==> src/rtl/fp_mul_booth_seq.sv <==
// fp_mul_booth_seq: sequential radix-4 Booth significand multiplier for FP32 multiply.
// Restores the hidden bits and forms the unsigned product {1,frc_X}*{1,frc_Y},
// retiring one Booth digit per cycle. Subnormal/zero operands take a 1-cycle flush path.
// Ports:
//   clk, rst_n            clock (rising edge), asynchronous active-low reset
//   in_valid / in_ready   operand handshake; in_ready is combinational (state==IDLE)
//   frc_X, frc_Y          23-bit fractions (hidden bit implied)
//   Xsub, Ysub            exponent field zero -> product flushed to zero
//   sign_in               product sign, carried through to sign_Z
//   out_valid / out_ready result handshake
//   frc_Z_full            48-bit unsigned significand product
//   sign_Z                registered copy of sign_in
module fp_mul_booth_seq #(
  parameter int unsigned MAN_W = 24,
  parameter int unsigned DIG_N = 13
) (
  input  logic               clk,
  input  logic               rst_n,
  input  logic               in_valid,
  output logic               in_ready,
  input  logic [MAN_W-2:0]   frc_X,
  input  logic [MAN_W-2:0]   frc_Y,
  input  logic               Xsub,
  input  logic               Ysub,
  input  logic               sign_in,
  output logic               out_valid,
  input  logic               out_ready,
  output logic [2*MAN_W-1:0] frc_Z_full,
  output logic               sign_Z
);

  localparam int unsigned PRD_W = 2 * MAN_W;
  localparam int unsigned M_W   = MAN_W + 2;
  localparam int unsigned Q_W   = MAN_W + 3;
  localparam int unsigned PP_W  = MAN_W + 4;
  localparam int unsigned LO_W  = 2 * DIG_N;
  localparam int unsigned ACC_W = LO_W + PP_W;
  localparam int unsigned CNT_W = $clog2(DIG_N);
  localparam logic [CNT_W-1:0] LAST = CNT_W'(DIG_N - 1);

  typedef enum logic [1:0] {IDLE, BUSY, DONE} state_t;

  state_t             state, state_nx;
  logic [M_W-1:0]     m;
  logic [Q_W-1:0]     q;
  logic [ACC_W-1:0]   acc, acc_nx;
  logic [CNT_W-1:0]   cnt;
  logic [PP_W-1:0]    m_ext, pp, sum_hi;

  assign in_ready = (state == IDLE);

  // State register
  always_ff @(posedge clk or negedge rst_n) begin
    if (!rst_n) state <= IDLE;
    else        state <= state_nx;
  end

  // Next-state logic
  always_comb begin
    state_nx = state;
    case (state)
      IDLE:    if (in_valid) state_nx = (Xsub | Ysub) ? DONE : BUSY;
      BUSY:    if (cnt == LAST) state_nx = DONE;
      DONE:    if (out_ready) state_nx = IDLE;
      default: state_nx = IDLE;
    endcase
  end

  // Booth digit recode of Q[2:0] and partial-product add into the accumulator top;
  // the combined accumulator then shifts right by 2 with sign extension.
  always_comb begin
    m_ext = PP_W'(m);
    pp    = '0;
    case (q[2:0])
      3'b001, 3'b010: pp = m_ext;
      3'b011:         pp = m_ext << 1;
      3'b100:         pp = -(m_ext << 1);
      3'b101, 3'b110: pp = -m_ext;
      default:        pp = '0;
    endcase
    sum_hi = acc[ACC_W-1 -: PP_W] + pp;
    acc_nx = {{2{sum_hi[PP_W-1]}}, sum_hi, acc[LO_W-1:2]};
  end

  // Datapath and registered outputs
  always_ff @(posedge clk or negedge rst_n) begin
    if (!rst_n) begin
      m          <= '0;
      q          <= '0;
      acc        <= '0;
      cnt        <= '0;
      frc_Z_full <= '0;
      sign_Z     <= 1'b0;
      out_valid  <= 1'b0;
    end else begin
      out_valid <= (state_nx == DONE);
      case (state)
        IDLE: if (in_valid) begin
          m      <= {2'b00, 1'b1, frc_X};
          q      <= {2'b00, 1'b1, frc_Y, 1'b0};
          sign_Z <= sign_in;
          acc    <= '0;
          cnt    <= '0;
          if (Xsub | Ysub) frc_Z_full <= '0;
        end
        BUSY: begin
          acc <= acc_nx;
          q   <= {{2{q[Q_W-1]}}, q[Q_W-1:2]};
          cnt <= cnt + CNT_W'(1);
          if (cnt == LAST) frc_Z_full <= acc_nx[PRD_W-1:0];
        end
        default: ;
      endcase
    end
  end

  // Shifted-out bits are always zero, and the final product fits in PRD_W bits.
  prod_guard_zero: assert property (@(posedge clk) disable iff (!rst_n)
    (state == BUSY) |-> (acc[1:0] == 2'b00 &&
                         (cnt != LAST || acc_nx[ACC_W-1:PRD_W] == '0)));

endmodule

==> config.mk <==
export PLATFORM = sky130hd
export DESIGN_NAME = fp_mul_booth_seq
export DESIGN_NICKNAME = d
export VERILOG_FILES = /design/src/rtl/fp_mul_booth_seq.sv
export SDC_FILE = /design/constraint.sdc
export NUM_CORES = 1
export LEC_CHECK = 0
export ABC_AREA = 1
export CORE_ASPECT_RATIO = 0.75
export CORE_MARGIN = 2
export CORE_UTILIZATION = 35
export DETAILED_ROUTE_END_ITERATION = 8
export GPL_TIMING_DRIVEN = 0
export HOLD_SLACK_MARGIN = 0.06
export PLACE_DENSITY = 0.59
export SKIP_CTS_REPAIR_TIMING = 1
export SYNTH_ARGS = -nofsm -noshare
export SYNTH_HDL_FRONTEND = slang
export SYNTH_SLANG_ARGS = --single-unit
==> constraint.sdc <==
create_clock -name clk -period 4.2 [get_ports clk]
set_clock_uncertainty 0.2 [all_clocks]
set_input_delay 0.84 -clock clk [delete_from_list [all_inputs] [get_ports clk]]
set_output_delay 0.84 -clock clk [all_outputs]
set_load 0.05 [all_outputs]
Word-level counts from Yosys, hierarchy flattened. Index checks and enable logic that the tools add are counted.

Memory bits (writable): 0. Memory bits (read-only): 0. Memories kept: 0. Register bits after elaboration: 161. Bits in latches: 0. Output and inout bits: 51.

Divide/modulo/power cells: 0. Equal/unequal tests: 13. Shift-type cells: 0. $mul: 0. Bitwise logic cells: 2. Muxes and demuxes: 16. Magnitude comparators: 0. Add/sub/neg operators: 4. Reduce and logical (&&, ||, !) cells: 8.

Operators by type and width (count): 2-to-1 mux 48 bit (3); case mux 28 bit (4 select lines) (1); case mux 54 bit (2 select lines) (1); case mux 48 bit (2 select lines) (1); 2-to-1 mux 54 bit (1); case mux 27 bit (2 select lines) (1); adder 28 bit (1); negator 24 -> 28 bit (1); negator 25 -> 28 bit (1); 2-to-1 mux 27 bit (1); equality test 3 bit (second input constant) (3); 2-to-1 mux 2 bit (4); case mux 4 bit (2 select lines) (1); equality test 3 x 2 -> 1 bit (second input constant) (2); case mux 2 bit (3 select lines) (1); adder 4 x 1 -> 4 bit (second input constant) (1); equality test 2 bit (second input constant) (2); equality test 4 bit (second input constant) (1); 2-to-1 mux 4 bit (1); != test 2 bit (second input constant) (2); AND reduction 2 bit (2); AND reduction 4 bit (1); OR reduction 2 bit (2); equality test 3 x 1 -> 1 bit (second input constant) (1); 7 further kinds (7).

Depth between registers and ports, before layout. Gate-level depths: netlist of run 1.

Depth in word-level cells: 6. Mapped depth: 24. Mapped depth without buffers: 24.

Least setup slack after synthesis of run 1. Ideal clock, no wire load.

Path kind: reg2reg. Start point: reg m[0]. End point: reg acc[49]. Arrival time: 2.604 ns. Setup time: 0.117 ns. Slack: 1.279 ns. Clock period less this slack: 2.921 ns. Data required time: 3.883 ns. Cell stages (with the launch flop): 20. Cell sequence: dfrtp_1 > inv_1 > ha_1 > nand3_2 > nor2_4 > nand4_1 > or2_1 > nand3_1 > nand4_1 > ha_1 > nand2_1 > nor2_1 > inv_1 > nor2_1 > nor2_1 > nor2_1 > nor2_1 > nand3_1 > nand3_1 > nand2_1.

Longest elaborated chain between the ends: 4. Elaborated cells between the ends (all ways): 5. Those cells by class: add/sub: 3; mux: 2.

RTL lines: start: declaration (line 44) `logic [M_W-1:0] m;`; start signal: assignment (line 99) `m <= {2'b00, 1'b1, frc_X};`; negator 25 -> 28 bit / negator 24 -> 28 bit (equally long branches) (line 77, 78); case mux 28 bit (4 select lines) * (line 74) `case (q[2:0])`; adder 28 bit * (line 81) `sum_hi = acc[ACC_W-1 -: PP_W] + pp;`; case mux 54 bit (2 select lines) * (line 97) `case (state)`; end signal: assignment (line 107) `acc <= acc_nx;`; end: declaration (line 46) `logic [ACC_W-1:0] acc, acc_nx;`.

Every way passes the cells marked *; elsewhere a longest branch is shown, timed or not. A chain may end at the register's enable or synchronous reset.

Worst setup path in the final report of run 1.
Start point: reg m[1]. End point: reg frc_Z_full[36].

Longest elaborated chain between the ends: 5. Elaborated cells between the ends (all ways): 6. Those cells by class: add/sub: 3; mux: 3.

RTL lines: negator 25 -> 28 bit / negator 24 -> 28 bit (equally long branches) (line 77, 78); case mux 28 bit (4 select lines) * (line 74); adder 28 bit * (line 81); 2-to-1 mux 48 bit * (line 110) `if (cnt == LAST) frc_Z_full <= acc_nx[PRD_W-1:0];`; case mux 48 bit (2 select lines) * (line 97); end signal: assignment (line 110); end: declaration (line 28) `output logic [2*MAN_W-1:0] frc_Z_full,`.

Every way passes the cells marked *; elsewhere a longest branch is shown, timed or not. The select of a mux whose other input is x is not followed.

==> impl_results.md, run 1 <==
- Top-level port count: 104
- Synthesis Warnings: 0
- Number of buffer cells added on primary ports: 102
- Initial cell density of the core: 0.357
- Number of nets in the finished design: 1,380
- Antenna violations before repair: 0
- Pwr/cell area: 805 mW/mm^2
- Worst hold path class: primary input to async pin
- Setup slack after layout: 0.329 ns
- Final period demand of the worst path: 3.87 ns
- Cell taking the most area after synthesis: sky130_fd_sc_hd__dfrtp_1
- Most common library cell in the layout ignoring fill and taps: sky130_fd_sc_hd__nand2_1
- CTS H-tree lvls: 4
- Slew at the pin closest to its max-slew limit: 0.642 ns
- Final period utilization: 0.922
- Die Outline Area: 0.0268 mm^2
- Number of violations reported at the end of detailed-routing iteration 0: 795
- Req. time, crit path: 4.31 ns
- Count of max-cap constraint violations: 0
- Leading cell types in the layout, fill and taps excluded: 324 x sky130_fd_sc_hd__nand2_1, 155 x sky130_fd_sc_hd__dfrtp_1, 141 x sky130_fd_sc_hd__inv_1
- CTS clk-pin slew, worst paths: 0.07 ns
- Die width: 188 um
- TritonCTS clock tree: done
- Diode insertion count for antenna repair: 0
- Area growth, synth to finish: 22.7%
- Multiplexer share of the synthesized area: 0.00238
- Global placer's final weighted congestion: 0.938
- Final total negative setup slack: 0 ns
- Basic-gate share of the synthesized area counting and, or, nand and nor cells: 0.270
- Share of post-route cells with drive strength above 1: 0.0703
- Leakage power total: 5.21 nW
- Worst Path Class, Setup: flop to flop
- Slew Limit Headroom: 0.568
- Total congestion overflow: 0
- Pin count of the biggest net entering global routing: 92
- Master cell of the clock root buffer: sky130_fd_sc_hd__clkbuf_16
- Gate count of the mapped netlist: 1,174
- Synthesized cell area: 0.00893 mm^2
- First-pass iteration count of the detailed router: 5
- Die extent in y: 142 um
- Global Route Usage Sum: 0.199
- Via/cell ratio: 5.02
- Placeable core region: 0.0250 mm^2
- Net count after synthesis: 1,258
- Clock buffers created by TritonCTS: 17
- Via count of the first global-routing pass: 7,527
- Register area share after synthesis: 0.434
- Maximum root-to-sink buffer count: 2
- Crit-path most repeated cell: sky130_fd_sc_hd__o21ai_0
- Data arrival time of the worst path: 3.98 ns
- Status: complete, no violations
- Number of nets with antenna violations after detailed routing: 0
- Number of sinks driven by the clock tree: 155
- Clock Latency Late Sink: 0.44 ns
- Count of endpoints failing hold in the final timing report: 0
- Cell-by-cell listing of the critical path: inv_1 -> ha_1 -> nand3_2 -> nor2_4 -> and2_4 -> o21ai_0 -> nor2_1 -> nor2_1 -> o21ai_1 -> ha_1 -> a21oi_1 -> o21ai_0 -> inv_1 -> nand3_1 -> o21ai_0 -> o21ai_0
- Number of slew-limit violations in the final report: 0
- Number of enable-type register cells in the synthesized netlist: 0
- Type of element launching the critical path: flop
- Total number of placement rows: 50
- DPL Wire Length: 20.0 mm
- Setup-violating endpoint count in the final report: 0
- Crit path largest cell delay: 0.41 ns
- Setup repair after global routing missed its margin: false
- Setup slack after placement: 0.510 ns
- Mean area per synthesized cell: 7.61 um^2
- Kind of end point of the critical path: flop
- DRC Markers: 0
- Synth async-reset ratio: 1.00
- Synth top area share: 0.434
- Share of the core filled with cells: 0.438
- FF+latch count, synth: 155
- Final wirelength: 25.8 mm
- Via count of the routed design: 8,271
- Predominant post-synthesis flop cell: sky130_fd_sc_hd__dfrtp_1
- Max VDD drop: 0.389 mV
- Leading post-synthesis cells by cell area: sky130_fd_sc_hd__dfrtp_1 43%, sky130_fd_sc_hd__nand2_1 14%, sky130_fd_sc_hd__inv_1 5.9%
- Cell variety after synth: 46
- Peak clock frequency supported by timing: 0.258 GHz
- Post-Synth Adder-Cell Area: 0.0443
- Final routed wire length divided by cell count: 15.7 um
- Crit-path max FO: 6
- Dominant combinational cell family by area after synthesis: simple AND/OR/NAND/NOR gates
- Post-Synth XOR/XNOR Area: 0.0118
- Library cell contributing the largest single delay on the critical path: sky130_fd_sc_hd__dfrtp_1
- Fraction of the mapped netlist area in compound gates: 0.151
- Wire length of the first global-routing pass: 41.5 mm
metal layers:
layer	part of all wire	wire [um]	global-route usage
met5	0	0	0
met4	0.013	333	0.0510
met3	0.070	1820	0.0412
met2	0.37	9610	0.263
met1	0.54	14100	0.321
registers in the layout, indices dropped and copies added (netlist names):
signal / cells
out_valid: 1
cnt: 4
m: 24
acc: 50
q: 25
sign_Z: 1
state: 2
frc_Z_full: 48
path summary, 6_finish.rpt:
check                           slack, ns   from             end  cells past startpoint
worst min register to register       0.28  q[24]           q[24]                      2
min in group clk                     0.28  q[24]           q[24]                      2
worst max-delay path                 0.33   m[1]  frc_Z_full[36]                     16
worst max register to register       0.33   m[1]  frc_Z_full[36]                     16
max in group asynchronous            2.83  rst_n           m[21]                      2
worst min-delay path                 0.12  rst_n  frc_Z_full[12]                      1
Yosys cell counts (8+ instances only):
cell                        count
sky130_fd_sc_hd__inv_2          9
sky130_fd_sc_hd__o31ai_1       24
sky130_fd_sc_hd__o21ai_0       52
sky130_fd_sc_hd__inv_1        141
sky130_fd_sc_hd__a21oi_1       78
sky130_fd_sc_hd__o2111ai_1      8
sky130_fd_sc_hd__o22ai_1       46
sky130_fd_sc_hd__ha_1          30
sky130_fd_sc_hd__xor2_1        11
sky130_fd_sc_hd__dfrtp_1      155
sky130_fd_sc_hd__nand4_1       22
sky130_fd_sc_hd__clkbuf_1      13
sky130_fd_sc_hd__nand3_1       80
sky130_fd_sc_hd__buf_2         19
sky130_fd_sc_hd__nor3_1         8
sky130_fd_sc_hd__nand2_1      324
sky130_fd_sc_hd__nor2_1        88
layout make-up:
type	count	area, um^2
timing repair buffer	103	1050
sequential	155	3880
clock buffer	19	443
multi-input combinational	827	4280
clock inverter	13	109
fill	2556	14100
tap	338	423
buffer	42	208
inverter	150	563
metrics by stage:
step                      hold WS, ns  power [mW]  std cells  area [um^2]
final                           0.120        8.82       1647        11000
after global routing            0.167        9.53       1647        11000
after CTS                       0.158        8.80       1647        11000
after detailed placement        0.264        7.30       1615        10400
after global placement          0.254        7.26       1614        10400
after floorplan                 0.243        5.74       1174         8930
cell families after synthesis:
| group | count (synthesis) |
|---|---|
| multiplexers | 2 |
| AND/OR/NAND/NOR | 553 |
| AO/OA/AOI/OAI | 229 |
| buffers and inverters | 192 |
| flip-flops | 155 |
| adder cells (fa/ha/maj) | 31 |
| XOR/XNOR | 12 |
where the power goes:
group	switching, mW	total (mW)	leakage, nW	internal, mW
registers	0.394	2.39	2.00	2.00
logic	3.42	4.96	2.94	1.54
clock network	0.683	1.47	0.269	0.787
worst max-delay path, delay by kind of cell, from the launching register on:
family	cells	cell delay (ns)
compound gates	6	1.38
flops	1	0.41
buf+inv	2	0.25
simple gates	6	0.90
fa+ha+maj	2	0.59
No activity file was read; power rests on OpenSTA's default activity.
==> run 2: changes to the inputs <==
- clock period: 4.2 -> 3.7 ns (I/O delays scaled with it)
==> run 2 against run 1 <==
Effect of this change: non-clock buffer count is 3 higher; clock-buffer cell count stayed put; highest routed layer unchanged; sequential share of layout area is 0.49 points lower; final cell count is 0.18% higher; via count is 0.73% higher; flip-flop and latch count stayed put; power is 17% higher; critical endpoint is now frc_Z_full[31]; first-iteration DRC count is 6.9% lower; hold slack worse by 0.093 ns; utilization is 0.62 points higher; combinational power is 18% higher; global-route usage stayed put.
==> impl_results.md, run 2 (same netlist as run 1, synthesis figures left out) <==
- Most common library cell in the layout ignoring fill and taps: sky130_fd_sc_hd__nand2_1
- Slew at the pin closest to its max-slew limit: 0.700 ns (+0.0587 ns)
- Met3 Resource Use GR: 0.0412 (unchanged)
- Via count of the first global-routing pass: 7,527 (unchanged)
- Most flop-heavy register: acc
- Count of max-cap constraint violations: 0 (unchanged)
- CTS H-tree lvls: 4 (unchanged)
- Die extent in y: 142 um (unchanged)
- Peak clock frequency supported by timing: 0.283 GHz (+9.6%)
- Number of sinks driven by the clock tree: 155 (unchanged)
- Maximum root-to-sink buffer count: 2 (unchanged)
- Share of post-route cells with drive strength above 1: 0.0899 (+0.0197)
- Crit-path max FO: 5 (-1)
- Final period utilization: 0.955 (+0.0328)
- Setup slack after placement: 0.0100 ns (-0.500 ns)
- Antenna violations before repair: 0 (unchanged)
- Final wirelength: 26.1 mm (+0.82%)
- Via count of the routed design: 8,331 (+0.73%)
- Multi-input combinational cell area: 0.00442 mm^2 (+3.1%)
- Slew Limit Headroom: 0.528 (-0.0395)
- Largest registers: acc (50), frc_Z_full (48), q (25)
- Leading cell types in the layout, fill and taps excluded: 324 x sky130_fd_sc_hd__nand2_1, 155 x sky130_fd_sc_hd__dfrtp_1, 139 x sky130_fd_sc_hd__inv_1
- Clock buffers created by TritonCTS: 17 (unchanged)
- Status: complete, no violations
- Worst hold path class: primary input to async pin
- Total number of placement rows: 50 (unchanged)
- Global-route track usage on met2: 0.263 (unchanged)
- Share of the core filled with cells: 0.444 (+0.00620)
- Type of element launching the critical path: flop
- Req. time, crit path: 3.80 ns (-0.51 ns)
- Flop2flop setup slack: 0.17 ns (-0.16 ns)
- Initial cell density of the core: 0.357 (unchanged)
- RR Endpoint: frc_Z_full[31]
- Most congested layer reported by global routing: met1
- Final period demand of the worst path: 3.53 ns (-0.339 ns)
- Data arrival time of the worst path: 3.63 ns (-0.35 ns)
- Area growth, synth to finish: 24.4%
- Pin count of the biggest net entering global routing: 92 (unchanged)
- Setup slack after layout: 0.168 ns (-0.161 ns)
- Total congestion overflow: 0 (unchanged)
- Final routed wire length divided by cell count: 15.8 um (+0.64%)
- Global placer's final weighted congestion: 0.938 (unchanged)
- Reg2reg start: m[1]
- Die Outline Area: 0.0268 mm^2 (unchanged)
- Number of slew-limit violations in the final report: 0 (unchanged)
- Area used by sequential logic in the layout: 0.00388 mm^2 (unchanged)
- Number of buffer cells added on primary ports: 102 (unchanged)
- Top-level port count: 104 (unchanged)
- Clock Latency Late Sink: 0.44 ns (about the same)
- Die width: 188 um (unchanged)
- Setup-violating endpoint count in the final report: 0 (unchanged)
- TritonCTS clock tree: done
- Max FFs per register: 50 (unchanged)
- Master cell of the clock root buffer: sky130_fd_sc_hd__clkbuf_16
- Leakage power total: 5.23 nW (+0.40%)
- CTS clk-pin slew, worst paths: 0.07 ns (about the same)
- DRC Markers: 0 (unchanged)
- Number of nets with antenna violations after detailed routing: 0 (unchanged)
- Kind of end point of the critical path: flop
- Wire length of the first global-routing pass: 41.5 mm (unchanged)
- First-pass iteration count of the detailed router: 6 (+1)
- Count of filler cells inserted in the layout: 2,532 (-0.94%)
- Diode insertion count for antenna repair: 0 (unchanged)
- Max VDD drop: 0.446 mV (+15%)
- FF-to-FF path depth: 15 (-1)
- Pwr/cell area: 925 mW/mm^2 (+15%)
- Number of nets in the finished design: 1,383 (+0.22%)
- Count of endpoints failing hold in the final timing report: 0 (unchanged)
- Worst Path Class, Setup: flop to flop
- Via/cell ratio: 5.05 (+0.54%)
- Global Route Usage Sum: 0.199 (unchanged)
- Placeable core region: 0.0250 mm^2 (unchanged)
- Number of violations reported at the end of detailed-routing iteration 0: 740 (-6.9%)
- DPL Wire Length: 20.0 mm (unchanged)
- GR Util met1: 0.321 (unchanged)
-- run 2: critical path, cell delays in order (launching register included) --
cell	delay (ns)
sky130_fd_sc_hd__dfrtp_1	0.42
sky130_fd_sc_hd__inv_2	0.13
sky130_fd_sc_hd__ha_4	0.17
sky130_fd_sc_hd__nand3_4	0.11
sky130_fd_sc_hd__nor3_4	0.24
sky130_fd_sc_hd__xor2_1	0.22
sky130_fd_sc_hd__o22ai_1	0.10
sky130_fd_sc_hd__nor2_1	0.08
sky130_fd_sc_hd__o21ai_0	0.13
sky130_fd_sc_hd__ha_1	0.36
sky130_fd_sc_hd__nand2_1	0.15
sky130_fd_sc_hd__inv_1	0.07
sky130_fd_sc_hd__a21oi_1	0.15
sky130_fd_sc_hd__nand2_1	0.13
sky130_fd_sc_hd__o21ai_0	0.59
sky130_fd_sc_hd__o21ai_0	0.14
-- run 2: worst max path at each step --
stage / to / slack [ns] / cells past startpoint / start
3_5_place_dp: frc_Z_full[42] / 0.01 / 18 / m[1]
5_1_grt: frc_Z_full[46] / -0.007 / 20 / m[3]
4_1_cts: frc_Z_full[42] / -0.004 / 18 / m[1]
3_3_place_gp: m[23] / -4.87 / 1 / rst_n
6_report: frc_Z_full[31] / 0.17 / 15 / m[1]
2_1_floorplan: acc[49] / 0.78 / 19 / m[0]
-- run 2: per-layer routing --
metal | routed length (um) | up-vias
li1 | - | 4147
met1 | 13900 | 3892
met2 | 9870 | 271
met3 | 1930 | 21
met4 | 335 | 0
met5 | 0 | -
-- run 2: power breakdown --
part	leakage, nW	switching [mW]	internal, mW
Clock	0.269	0.780	0.894
Combinational	2.96	3.98	1.89
Sequential	2.00	0.463	2.27
-- run 2: layout make-up --
class,instances,share of cell area
clock inverters,13,0.00979
repair buffers,106,0.0968
multi-input cells,827,0.397
plain buffers,42,0.0187
inverters,150,0.0507
clock buffers,19,0.0398
well taps,338,0.0380
flip-flops and latches,155,0.349
-- run 2: stage by stage --
stage / cell area (um^2) / setup TNS (ns) / total power, mW / cells / hold slack (ns)
after floorplan: 8930 / 0 / 6.51 / 1174 / 0.243
after detailed placement: 10400 / 0 / 8.29 / 1615 / 0.264
after CTS: 11000 / -0.00450 / 9.99 / 1647 / 0.0582
after global placement: 10400 / -750.08 / 8.24 / 1614 / 0.254
final: 11100 / 0 / 10.3 / 1650 / 0.0274
after global routing: 11100 / -0.0149 / 11.1 / 1650 / 0.0669
==> run 3: changes to the inputs <==
- CAP_MARGIN: unset -> 25
- CORE_ASPECT_RATIO: 0.75 -> 2
- CORE_MARGIN: 2 -> unset
==> run 3 against run 2 <==
Effect of this change: utilization grew 0.11 points; clock-buffer cell count shrank 2; via count grew 1.6%; hold slack gained 0.019 ns; critical path type unchanged; first-iteration DRC count shrank 43%; highest routed layer unchanged; global-route usage grew 3.1 points; largest cell class unchanged; flip-flop and latch count is the same; register-to-register slack is essentially flat; combinational power grew 1%.
==> impl_results.md, run 3 (same netlist as run 1, synthesis figures left out) <==
- Status: complete, no violations
- Setup slack after placement: -0.137 ns (-0.147 ns)
- Cell-by-cell listing of the critical path: inv_2 -> ha_2 -> nand3_4 -> nor3_4 -> buf_4 -> inv_1 -> o21ai_1 -> nand3_1 -> nand4_1 -> ha_2 -> nand2_1 -> inv_1 -> nand2_1 -> nand2_1 -> a21oi_1 -> nand2_1 -> nand2_1 -> nand2_1 -> nand2_1 -> nand4_1 -> nand2_1
- Final period utilization: 0.953 (-0.00114)
- Maximum root-to-sink buffer count: 2 (unchanged)
- Clock Latency Late Sink: 0.45 ns (about the same)
- Setup-violating endpoint count in the final report: 0 (unchanged)
- Pin count of the biggest net entering global routing: 81 (-12%)
- Worst Setup SP: m[0]
- Library cell contributing the largest single delay on the critical path: sky130_fd_sc_hd__dfrtp_1
- DP Cell Count: 1,613 (-0.12%)
- Post-Place Cell Area: 0.0104 mm^2 (about the same)
- Crit-path most repeated cell: sky130_fd_sc_hd__nand2_1
- Top-level port count: 104 (unchanged)
- Wire length of the first global-routing pass: 44.6 mm (+7.7%)
- Reg2reg start: m[0]
- Largest registers: acc (50), frc_Z_full (48), q (25)
- Worst hold path class: primary input to async pin
- Kind of end point of the critical path: flop
- Clock buffers created by TritonCTS: 17 (unchanged)
- Die Outline Area: 0.0262 mm^2 (-2.3%)
- Via count of the first global-routing pass: 8,418 (+12%)
- Number of slew-limit violations in the final report: 0 (unchanged)
- Total non-filler cell area in the finished layout: 0.0111 mm^2 (+0.29%)
- Master cell of the clock root buffer: sky130_fd_sc_hd__clkbuf_16
- Most common library cell in the layout ignoring fill and taps: sky130_fd_sc_hd__nand2_1
- Die width: 115 um (-39%)
- Type of element launching the critical path: flop
- First-pass iteration count of the detailed router: 5 (-1)
- Area growth, synth to finish: 24.8%
- Pwr/cell area: 942 mW/mm^2 (+1.9%)
- DPL Wire Length: 22.7 mm (+14%)
- Max VDD drop: 0.411 mV (-7.9%)
- Via/cell ratio: 5.13 (+1.6%)
- Data arrival time of the worst path: 3.71 ns (+0.08 ns)
- DRC Markers: 0 (unchanged)
- Setup slack after layout: 0.173 ns (+0.00423 ns)
- Slew Limit Headroom: 0.502 (-0.0267)
- Global-route track usage on met2: 0.421 (+0.159)
- Share of post-route cells with drive strength above 1: 0.0913 (+0.00132)
- Number of violations reported at the end of detailed-routing iteration 0: 420 (-43%)
- Number of sinks driven by the clock tree: 155 (unchanged)
- Number of nets in the finished design: 1,386 (+0.22%)
- Slew at the pin closest to its max-slew limit: 0.748 ns (+0.0475 ns)
- Crit-path max FO: 5 (unchanged)
- Diode insertion count for antenna repair: 0 (unchanged)
- CTS clk-pin slew, worst paths: 0.07 ns (about the same)
- Antenna violations before repair: 0 (unchanged)
- Area used by sequential logic in the layout: 0.00388 mm^2 (unchanged)
- TritonCTS clock tree: done
- Leading cell types in the layout, fill and taps excluded: 324 x sky130_fd_sc_hd__nand2_1, 155 x sky130_fd_sc_hd__dfrtp_1, 138 x sky130_fd_sc_hd__inv_1
- Crit path largest cell delay: 0.41 ns (-0.18 ns)
- Global placer's final weighted congestion: 0.907 (-3.3%)
- Peak clock frequency supported by timing: 0.283 GHz (+0.12%)
- Die extent in y: 228 um (+60%)
- Count of endpoints failing hold in the final timing report: 0 (unchanged)
- Power consumption: 10.5 mW (+2.2%)
- Final routed wire length divided by cell count: 17.6 um (+11%)
- Total number of placement rows: 82 (+64%)
- Multi-input combinational cell area: 0.00437 mm^2 (-1.0%)
- Final standard cell count with taps included and fillers excluded: 1,651 (+0.061%)
- Leakage power total: 5.26 nW (+0.61%)
- Via count of the routed design: 8,468 (+1.6%)
- Most congested layer reported by global routing: met2
- Met3 Resource Use GR: 0.0348 (-0.00637)
- Smallest hold slack: 0.0465 ns (+0.0191 ns)
- Number of buffer cells added on primary ports: 102 (unchanged)
- Final wirelength: 29.0 mm (+11%)
- Req. time, crit path: 3.88 ns (+0.08 ns)
- Most flop-heavy register: acc
- CTS H-tree lvls: 4 (unchanged)
- Initial cell density of the core: 0.357 (about the same)
- Final period demand of the worst path: 3.53 ns (-0.00423 ns)
- Number of nets with antenna violations after detailed routing: 0 (unchanged)
- Final total negative setup slack: 0 ns (unchanged)
- Count of max-cap constraint violations: 0 (unchanged)
- GR Util met1: 0.220 (-0.101)
- Share of the core filled with cells: 0.445 (+0.00112)
- Total congestion overflow: 0 (unchanged)
- Max FFs per register: 50 (unchanged)
- Count of filler cells inserted in the layout: 2,574 (+1.7%)
- Placeable core region: 0.0250 mm^2 (about the same)
- Global Route Usage Sum: 0.230 (+0.0307)
- Worst Path Class, Setup: flop to flop
[run 3: critical path: cells and delay by family (launching register included)]
family,cells,cell delay (ns)
buffers and inverters,4,0.33
and+or+nand+nor,13,1.57
adders and majority gates,2,0.58
AOI/OAI and AO/OA,2,0.36
DFF,1,0.41
[run 3: per-layer routing]
metal  routed length (um)  share of wire
met3                  942          0.032
met2                15900           0.55
met4                 2370          0.082
met5                    0              0
met1                 9780           0.34
[run 3: layout make-up]
class,instances,area share
multi-input cells,827,0.392
flip-flops and latches,155,0.348
clock inverters,15,0.0163
clock buffers,17,0.0382
well taps,336,0.0377
repair buffers,109,0.0985
inverters,150,0.0505
plain buffers,42,0.0189
[run 3: worst paths after layout]
| check | slack (ns) | endpoint | cells after the start |
|---|---|---|---|
| setup / recovery | 0.17 | frc_Z_full[47] | 21 |
| hold / removal | 0.05 | m[18] | 1 |
| setup reg to reg | 0.17 | frc_Z_full[47] | 21 |
| hold reg to reg | 0.28 | frc_Z_full[38] | 2 |
| max in group asynchronous | 2.44 | acc[18] | 2 |
| min in group clk | 0.28 | frc_Z_full[38] | 2 |
[run 3: power by group]
group          total [mW]  switching (mW)  internal (mW)
Sequential           2.75           0.486           2.27
Clock                1.81           0.849          0.964
Combinational        5.93            4.08           1.85
